<file path="config.mk">
export PLATFORM = sky130hd
export DESIGN_NAME = atomic_counter_reader
export DESIGN_NICKNAME = d
export VERILOG_FILES = /design/src/rtl/atomic_rd_pkg.sv /design/src/rtl/ack_wait_timer.sv /design/src/rtl/atomic_counter_reader.sv
export SDC_FILE = /design/constraint.sdc
export NUM_CORES = 1
export LEC_CHECK = 0
export CORE_MARGIN = 4
export CORE_UTILIZATION = 35
export DETAILED_ROUTE_END_ITERATION = 10
export PLACE_DENSITY = 0.58
export SYNTH_ARGS = -nofsm -noshare
export SYNTH_HDL_FRONTEND = slang
export SYNTH_SLANG_ARGS = --single-unit
</file>
<file path="constraint.sdc">
create_clock -name clk -period 10.2 [get_ports clk]
set_clock_uncertainty 0.1 [all_clocks]
set_input_delay 1.02 -clock clk [delete_from_list [all_inputs] [get_ports clk]]
set_output_delay 1.02 -clock clk [all_outputs]
set_load 0.03 [all_outputs]
</file>
<file path="src/rtl/atomic_rd_pkg.sv">
// Shared types for the two-beat atomic counter reader.
//  state_e : reader FSM states
//  beat_e  : which half of the 64-bit sample a state works on
//  beat_of : maps a state to its beat (drives atomic_o)
package atomic_rd_pkg;

   localparam int HALF_W_DEFAULT = 32;

   typedef enum logic [2:0] {
      IDLE,
      REQ_LO,
      WAIT_LO,
      REQ_HI,
      WAIT_HI,
      DONE
   } state_e;

   typedef enum logic {
      BEAT_LO,
      BEAT_HI
   } beat_e;

   function automatic beat_e beat_of(input state_e s);
      return (s == REQ_HI || s == WAIT_HI || s == DONE) ? BEAT_HI : BEAT_LO;
   endfunction

   function automatic logic is_req(input state_e s);
      return (s == REQ_LO || s == REQ_HI);
   endfunction

endpackage

</file>
<file path="src/rtl/ack_wait_timer.sv">
// Per-beat acknowledge timer.
//  clk, reset : clock, asynchronous active-high reset
//  clr_i      : force count to zero (takes priority over en_i)
//  en_i       : advance count by one
//  expire_o   : high while count == TIMEOUT_CYCLES-1
module ack_wait_timer #(
   parameter int TIMEOUT_CYCLES = 16
) (
   input  logic clk,
   input  logic reset,
   input  logic clr_i,
   input  logic en_i,
   output logic expire_o
);

   localparam int CW = $clog2(TIMEOUT_CYCLES);

   logic [CW-1:0] cnt_q, cnt_d;

   always_comb begin
      cnt_d = cnt_q;
      if (clr_i)
         cnt_d = '0;
      else if (en_i)
         cnt_d = cnt_q + 1'b1;
   end

   always_ff @(posedge clk or posedge reset) begin
      if (reset)
         cnt_q <= '0;
      else
         cnt_q <= cnt_d;
   end

   assign expire_o = (cnt_q == CW'(TIMEOUT_CYCLES - 1));

endmodule

</file>
<file path="src/rtl/atomic_counter_reader.sv">
// Initiator for the two-beat atomic counter read. A start pulse issues an atomic
// low-half request followed by a plain high-half request, assembles {hi,lo},
// and publishes the sample together with its modular difference from the
// previous sample.
//  clk, reset  : clock, asynchronous active-high reset
//  start_i     : begin one read (dropped while busy_o)
//  req_o       : one-cycle request strobe per beat
//  atomic_o    : 1 on the low-half (atomic) beat
//  ack_i       : responder acknowledge, count_i valid with it
//  count_i     : response data for the current beat
//  busy_o      : read in progress
//  valid_o     : one-cycle pulse, value_o/delta_o just updated
//  value_o     : last completed sample {hi,lo}
//  delta_o     : value_o minus the previous sample, modulo 2^(2*HALF_W)
//  timeout_o   : one-cycle pulse, read aborted with outputs untouched
module atomic_counter_reader
   import atomic_rd_pkg::*;
#(
   parameter int HALF_W         = HALF_W_DEFAULT,
   parameter int TIMEOUT_CYCLES = 16
) (
   input  logic                  clk,
   input  logic                  reset,
   input  logic                  start_i,
   output logic                  req_o,
   output logic                  atomic_o,
   input  logic                  ack_i,
   input  logic [HALF_W-1:0]     count_i,
   output logic                  busy_o,
   output logic                  valid_o,
   output logic [2*HALF_W-1:0]   value_o,
   output logic [2*HALF_W-1:0]   delta_o,
   output logic                  timeout_o
);

   localparam int SW = 2 * HALF_W;

   state_e            state_q, state_d;
   logic              req_q, req_d;
   logic              atomic_q, atomic_d;
   logic              busy_q, busy_d;
   logic              valid_q, valid_d;
   logic              timeout_q, timeout_d;
   logic [HALF_W-1:0] lo_q, lo_d;
   logic [SW-1:0]     value_q, value_d;
   logic [SW-1:0]     delta_q, delta_d;
   logic [SW-1:0]     prev_q, prev_d;
   logic [SW-1:0]     sample;

   logic tmr_clr, tmr_en, tmr_expire;

   ack_wait_timer #(
      .TIMEOUT_CYCLES (TIMEOUT_CYCLES)
   ) u_timer (
      .clk      (clk),
      .reset    (reset),
      .clr_i    (tmr_clr),
      .en_i     (tmr_en),
      .expire_o (tmr_expire)
   );

   // The high half arrives on the same cycle the sample is published, so the
   // result is assembled straight from count_i rather than via a hi register;
   // this keeps valid_o five cycles after start with a one-cycle responder.
   assign sample = {count_i, lo_q};

   always_comb begin
      state_d   = state_q;
      lo_d      = lo_q;
      value_d   = value_q;
      delta_d   = delta_q;
      prev_d    = prev_q;
      valid_d   = 1'b0;
      timeout_d = 1'b0;

      case (state_q)
         IDLE:    if (start_i) state_d = REQ_LO;
         REQ_LO:  state_d = WAIT_LO;
         WAIT_LO: begin
            if (ack_i) begin
               lo_d    = count_i;
               state_d = REQ_HI;
            end else if (tmr_expire) begin
               timeout_d = 1'b1;
               state_d   = IDLE;
            end
         end
         REQ_HI:  state_d = WAIT_HI;
         WAIT_HI: begin
            if (ack_i) begin
               value_d = sample;
               delta_d = sample - prev_q;
               prev_d  = sample;
               valid_d = 1'b1;
               state_d = DONE;
            end else if (tmr_expire) begin
               timeout_d = 1'b1;
               state_d   = IDLE;
            end
         end
         DONE:    state_d = IDLE;
         default: state_d = IDLE;
      endcase

      // Timer is zero during the request cycle and counts it, so expiry
      // lands exactly TIMEOUT_CYCLES cycles after the req_o strobe.
      tmr_clr = is_req(state_d);
      tmr_en  = is_req(state_q) || state_q == WAIT_LO || state_q == WAIT_HI;

      // Outputs are decoded from the next state so they appear registered.
      req_d    = is_req(state_d);
      atomic_d = (state_d == REQ_LO) && (beat_of(state_d) == BEAT_LO);
      busy_d   = (state_d != IDLE);
   end

   always_ff @(posedge clk or posedge reset) begin
      if (reset) begin
         state_q   <= IDLE;
         req_q     <= 1'b0;
         atomic_q  <= 1'b0;
         busy_q    <= 1'b0;
         valid_q   <= 1'b0;
         timeout_q <= 1'b0;
         lo_q      <= '0;
         value_q   <= '0;
         delta_q   <= '0;
         prev_q    <= '0;
      end else begin
         state_q   <= state_d;
         req_q     <= req_d;
         atomic_q  <= atomic_d;
         busy_q    <= busy_d;
         valid_q   <= valid_d;
         timeout_q <= timeout_d;
         lo_q      <= lo_d;
         value_q   <= value_d;
         delta_q   <= delta_d;
         prev_q    <= prev_d;
      end
   end

   assign req_o     = req_q;
   assign atomic_o  = atomic_q;
   assign busy_o    = busy_q;
   assign valid_o   = valid_q;
   assign timeout_o = timeout_q;
   assign value_o   = value_q;
   assign delta_o   = delta_q;

endmodule

</file>
Word level (Yosys, flattened, before mapping)
Index checks and enable logic that the tools add are counted.

word-level totals
  register bits = 172
  bits of input ports = 36
  output and inout bits = 133

cells by class
  add/subtract/negate cells = 2
  equality and inequality tests = 9
  muxes and demuxes = 13
  bitwise operators = 1
  reduce and logical (&&, ||, !) cells = 13

operators by type and width
  operator             number
  $sub 64x64->64       1
  $pmux 3 s5           1
  $mux 3               4
  $eq 3x2->1 const B   3
  $eq 3x3->1 const B   3
  $mux 4               2
  $eq 3x1->1 const B   2
  $logic_or 1x1->1     6
  $mux 1               6
  $add 4x1->4 const B  1
  $eq 4x4->1 const B   1
  $reduce_and 2->1     2
  $logic_not 3->1      1
  $reduce_bool 3->1    1
  $reduce_bool 2->1    1
  $reduce_or 2->1      1
  $logic_and 1x1->1    1
  $not 1->1            1

Depth between registers and ports, before layout
  word-level depth = 10
  mapped depth = 12
  gate-level depth less buffers = 12

Hierarchy
From an unflattened synthesis, not the netlist that was laid out.

second synthesis, totals
  cell total of the unflattened synthesis = 1,153
  area total of the unflattened synthesis = 10,231.1 sq um

by module, submodules not included
  module                 instances  cells each  area an instance (sq um)
  atomic_counter_reader  1          1,135       10,028.4
  ack_wait_timer         1          18          202.7

Worst setup path before layout
No wires, ideal clock.

  kind = input to register
  from = input port count_i[4]
  to = register delta_q[63], in the netlist delta_o[63]
  arrival = 2,943 ps
  required time = 10,018 ps
  setup slack = 7,075 ps
  stages on the path = 11
  buffers on the path = 1
  cells stage by stage = ha_1 -> buf_2 -> a21oi_1 -> o21a_1 -> or3_1 -> o211ai_1 -> a41oi_1 -> o21a_4 -> o32ai_2 -> a31oi_1 -> a31oi_1

between the ends
  word-level cells in the longest chain between the ends = 1

ends and longest elaborated chain
  element               RTL line                      source
  start, declared       atomic_counter_reader.sv:28   input logic [HALF_W-1:0] count_i,
  $sub 64x64->64        atomic_counter_reader.sv:92   delta_d = sample - prev_q;
  end signal, assigned  atomic_counter_reader.sv:137  delta_q <= delta_d;
  end, declared         atomic_counter_reader.sv:46   logic [SW-1:0] delta_q, delta_d;

Every way passes these cells.
A chain may end at the register's enable or synchronous reset.

Worst setup path after layout
  from = register prev_q[0]
  to = register delta_q[52], in the netlist delta_o[52]

between the ends
  word-level cells in the longest chain between the ends = 1

ends and longest elaborated chain
  element                 RTL line                      source
  start, declared         atomic_counter_reader.sv:47   logic [SW-1:0] prev_q, prev_d;
  start signal, assigned  atomic_counter_reader.sv:138  prev_q <= prev_d;
  $sub 64x64->64          atomic_counter_reader.sv:92

Every way passes these cells.

==> results <==
- The via count of the first global-routing pass is 8792.
- The clock sink total is 172.
- The residual overflow from global routing is 0.
- After detailed routing, the total wire length is 31.43 mm.
- The fraction of the core area covered by cells at the end of the flow is 44.57%.
- The cell area that synthesis handed to floorplanning was approximately 10000 µm².
- The most common library cell in the layout ignoring fill and taps is sky130_fd_sc_hd__nand2_1.
- The final number of max-transition violations is 0.
- The slack of the worst reg-to-reg path is 6340 ps.
- The TritonCTS clock tree is done.
- The die width is between 150 and 200 µm.
- The wire length of the first global-routing pass is 49.78 mm.
- The count of synthesis-stage warnings from yosys is 0.
- In this run the clock root is driven by a sky130_fd_sc_hd__clkbuf_16.
- The average size of a mapped cell is 8.704 µm².
- The worst slew margin relative to its limit is 39.82%.
- The final-stage net count is 1420.
- The most numerous cell type found on the critical path is sky130_fd_sc_hd__o21ai_0.
- The transition time at the pin with the least slew margin is 902.8 ps.
- The synthesized net count is around 1300.
- The longest clock path from root to sink contains 2 buffers.
- The final critical-path required period is 3858 ps.
- The total CTS buffers is 17.
- The top-level I/O count is ~170.
- Yosys mapped a number of flops with a built-in enable equal to 0.
- Setup total negative slack on the finished layout was measured at 0 ps.
- The detailed router finished its first iteration with 593 violations.
- After global routing, the most crowded layer is met2.
- For this run, asynchronously set or reset flops after synthesis account for 100.0%.
- For the worst flop-to-flop path, the logic depth is 11.
- The number of maximum-capacitance constraint violations is 0.
- Derived from the worst setup path, the maximum achievable clock frequency is 259.2 MHz.
- At the end of routability-driven placement, the weighted congestion stood at approximately 0.91.
- After synthesis, flip-flops and latches occupy 41.59% of the total area.
- The setup violation total in the final timing report is 0.
- The timing startpoint of the critical path is prev_q[0].
- The largest delay contributor family on the critical path is compound AO/OA/AOI/OAI gates.
- The count of buffers added on input and output ports is around 170.
- The final route contains 8951 vias.
- The chip height is around 180 µm.
- The slowest stage of the critical path belongs to the cell sky130_fd_sc_hd__a31oi_1.
- The count of H-tree levels built during CTS is 4.
- The final non-filler cell total is 1716.
- The overall routing resource usage is 19.02%.
- The share of the cycle needed by the critical path after routing is between 30% and 40%.
- The number of placed cells counting well taps is 1684.
- The clock network latency to the later pin of the worst-skew pair is about 440 ps.
- The iteration count of the initial detailed-routing pass is 5.
- Setup repair after global routing left no endpoint under its margin.
- Global routing consumed, on the met2 layer, 30.48% of the routing resources.
- The most used flip-flop cell after synthesis is sky130_fd_sc_hd__dfrtp_1.
- The post-route netlist has 6.682% of its cells at a drive strength greater than 1.
- The placeable core region is 28940 µm².
- The average detailed-routed wire length per instance is 18.31 µm.
- The class of the most critical hold timing path is reg2reg.
- The pin count of the biggest net entering global routing is 100.
- The layout overhead on the synthesized area is 24.63%.
- The initial utilization of the core area, before any placement, comes to between 30% and 40%.
- On the worst path, the slowest cell contributes a delay of 480 ps.
- In this run the critical register-to-register path is launched from prev_q[0].
- Data on the critical path is required at its endpoint by 10450 ps.
- The flip-flop and latch count after synthesis is 172.
- After clock tree synthesis, the repair step resized 0 gates.
- Walking the worst path, the cells encountered are ha_1 > fa_1 > nand2b_1 > a21oi_1 > o2111ai_1 > a31oi_1 > o21ai_0 > o21ai_2 > a41oi_1 > xor2_1 > o21ai_0.
- The post-CTS repair timing setup buffer count is 0.
- The detail route stage leaves a number of antenna-violating nets equal to 0.
- The top cell types in the final layout, fill and taps aside, are sky130_fd_sc_hd__nand2_1 (196), sky130_fd_sc_hd__dfrtp_1 (172), sky130_fd_sc_hd__clkdlybuf4s50_1 (168), sky130_fd_sc_hd__o21ai_0 (156), sky130_fd_sc_hd__inv_1 (82).
- The number of hold violations in the final report is 0.
- The worst register-to-register path ends at delta_o[52].
- The mean number of vias per cell is 5.216.
- The clock-pin slew of the registers on the worst-case setup and hold paths is 80 ps.
- The highest fanout seen on the critical path is 6.
- The number of antenna violations at the first check in global routing is 0.
- The flow ran to the end, and the final reports show no timing, DRC or antenna violations.
- Hold repair after CTS inserted 0 buffers.
- The synthesized netlist cell count is roughly 1200.
- The count of buffer and inverter cells on the critical path is 0.
- The placement row count is 62.
- The endpoint arrival time on the critical path is 4100 ps.
- The launching element type of the critical path is a flop.
- The placed wire-length estimate is 23.99 mm.
- The worst setup path endpoint is delta_o[52].
- For this run, global-route usage on met3 was measured as 2.870%.
- The number of different library cells in the post-synthesis netlist is between 60 and 70.
- The logic depth of the worst setup path including buffers is 11.
- The full die area is 32380 µm².
- The worst setup path is of the reg2reg kind.
- Global routing used 26.95% of the available met1 tracks.
- The number of antenna diodes in the final layout is 0.
- STA classifies the critical path endpoint as a flop.
- The number of remaining DRC errors is 0.
## layer usage
metal / vias to the layer above / wire [µm]
met5: - / 0
met4: 0 / 572
met3: 31 / 1402
met2: 214 / 14350
met1: 4302 / 15100
li1: 4404 / -
## layout make-up
class                           count  area [µm²]
Timing Repair Buffer              173        1719
Clock buffer                       18       439.2
Fill cell                        2841       16040
Tap cell                          384       480.5
Clock inverter                     14       141.4
Sequential cell                   172        4304
Inverter                           84       321.6
Multi-Input combinational cell    871        5492
## cell families (layout without fill, tap and decap cells)
| kind of cell | count (synthesis) | count (layout) | synth area share [%] |
|---|---|---|---|
| buffers and inverters | 146 | 289 | 5.465 |
| flip-flops | 172 | 172 | 41.59 |
| AND/OR/NAND/NOR | 348 | 348 | 14.91 |
| XOR/XNOR | 60 | 60 | 5.078 |
| adder cells (fa/ha/maj) | 65 | 65 | 7.931 |
| multiplexers | 33 | 33 | 3.555 |
| AO/OA/AOI/OAI | 365 | 365 | 21.47 |
## cell usage after synthesis, drive strengths merged, types with 5 or more instances
master  instances  area [µm²]
nand2         197       742.0
dfrtp         172        4304
o21ai         168       852.1
inv            83       311.6
a21oi          82       417.9
ha             64       800.8
nor2           51       193.9
clkbuf         49       183.9
xnor2          31       271.5
mux2           30       337.8
a21o           29       217.7
xor2           29       254.0
nand4          22       137.6
nor3           18       90.09
a31oi          17       106.4
buf            13       66.31
nand2b         13       81.33
nand3          12       60.06
o21bai          9       67.56
o21a            6       60.06
o221ai          6       58.80
o31ai           6       45.04
or3             6       37.54
a21boi          5       37.54
nor2b           5       31.28
o211ai          5       37.54
## worst min path at each step
stage / start / endpoint / slack [ps] / depth (start not counted)
after global routing: delta_o[26] / delta_o[26] / 390 / 2
final: delta_o[26] / delta_o[26] / 380 / 2
after floorplan: lo_q[10] / prev_q[10] / 370 / 2
after CTS: delta_o[26] / delta_o[26] / 390 / 2
after detailed placement: delta_o[26] / delta_o[26] / 370 / 2
after global placement: delta_o[16] / delta_o[16] / 360 / 2
## stage by stage
step | setup slack, ps | cell area, µm² | hold WS, ps
after global placement | 5937 | 12320 | 362.0
after CTS | 6403 | 12900 | 388.0
after floorplan | 4420 | 10350 | 371.5
final | 6342 | 12900 | 378.0
after detailed placement | 6006 | 12320 | 371.4
after global routing | 6107 | 12900 | 394.2
## state kept, by name, summed over array words and instances, names as in the netlist
name,count
busy_o,1
lo_q,32
atomic_o,1
state_q,3
delta_o,64
u_timer.cnt_q,4
valid_o,1
req_o,1
timeout_o,1
prev_q,64
## worst register-to-register path, stage by stage, from the launching register on
cell and delay [ps]:
sky130_fd_sc_hd__dfrtp_1 400, sky130_fd_sc_hd__ha_1 220, sky130_fd_sc_hd__fa_1 400, sky130_fd_sc_hd__nand2b_1 190, sky130_fd_sc_hd__a21oi_1 370, sky130_fd_sc_hd__o2111ai_1 250
sky130_fd_sc_hd__a31oi_1 480, sky130_fd_sc_hd__o21ai_0 380, sky130_fd_sc_hd__o21ai_2 410, sky130_fd_sc_hd__a41oi_1 230, sky130_fd_sc_hd__xor2_1 190, sky130_fd_sc_hd__o21ai_0 150
Power is left out: the tool's default activity adds up to more than one toggle a clock period on the data nets, which glitch-free logic cannot reach.
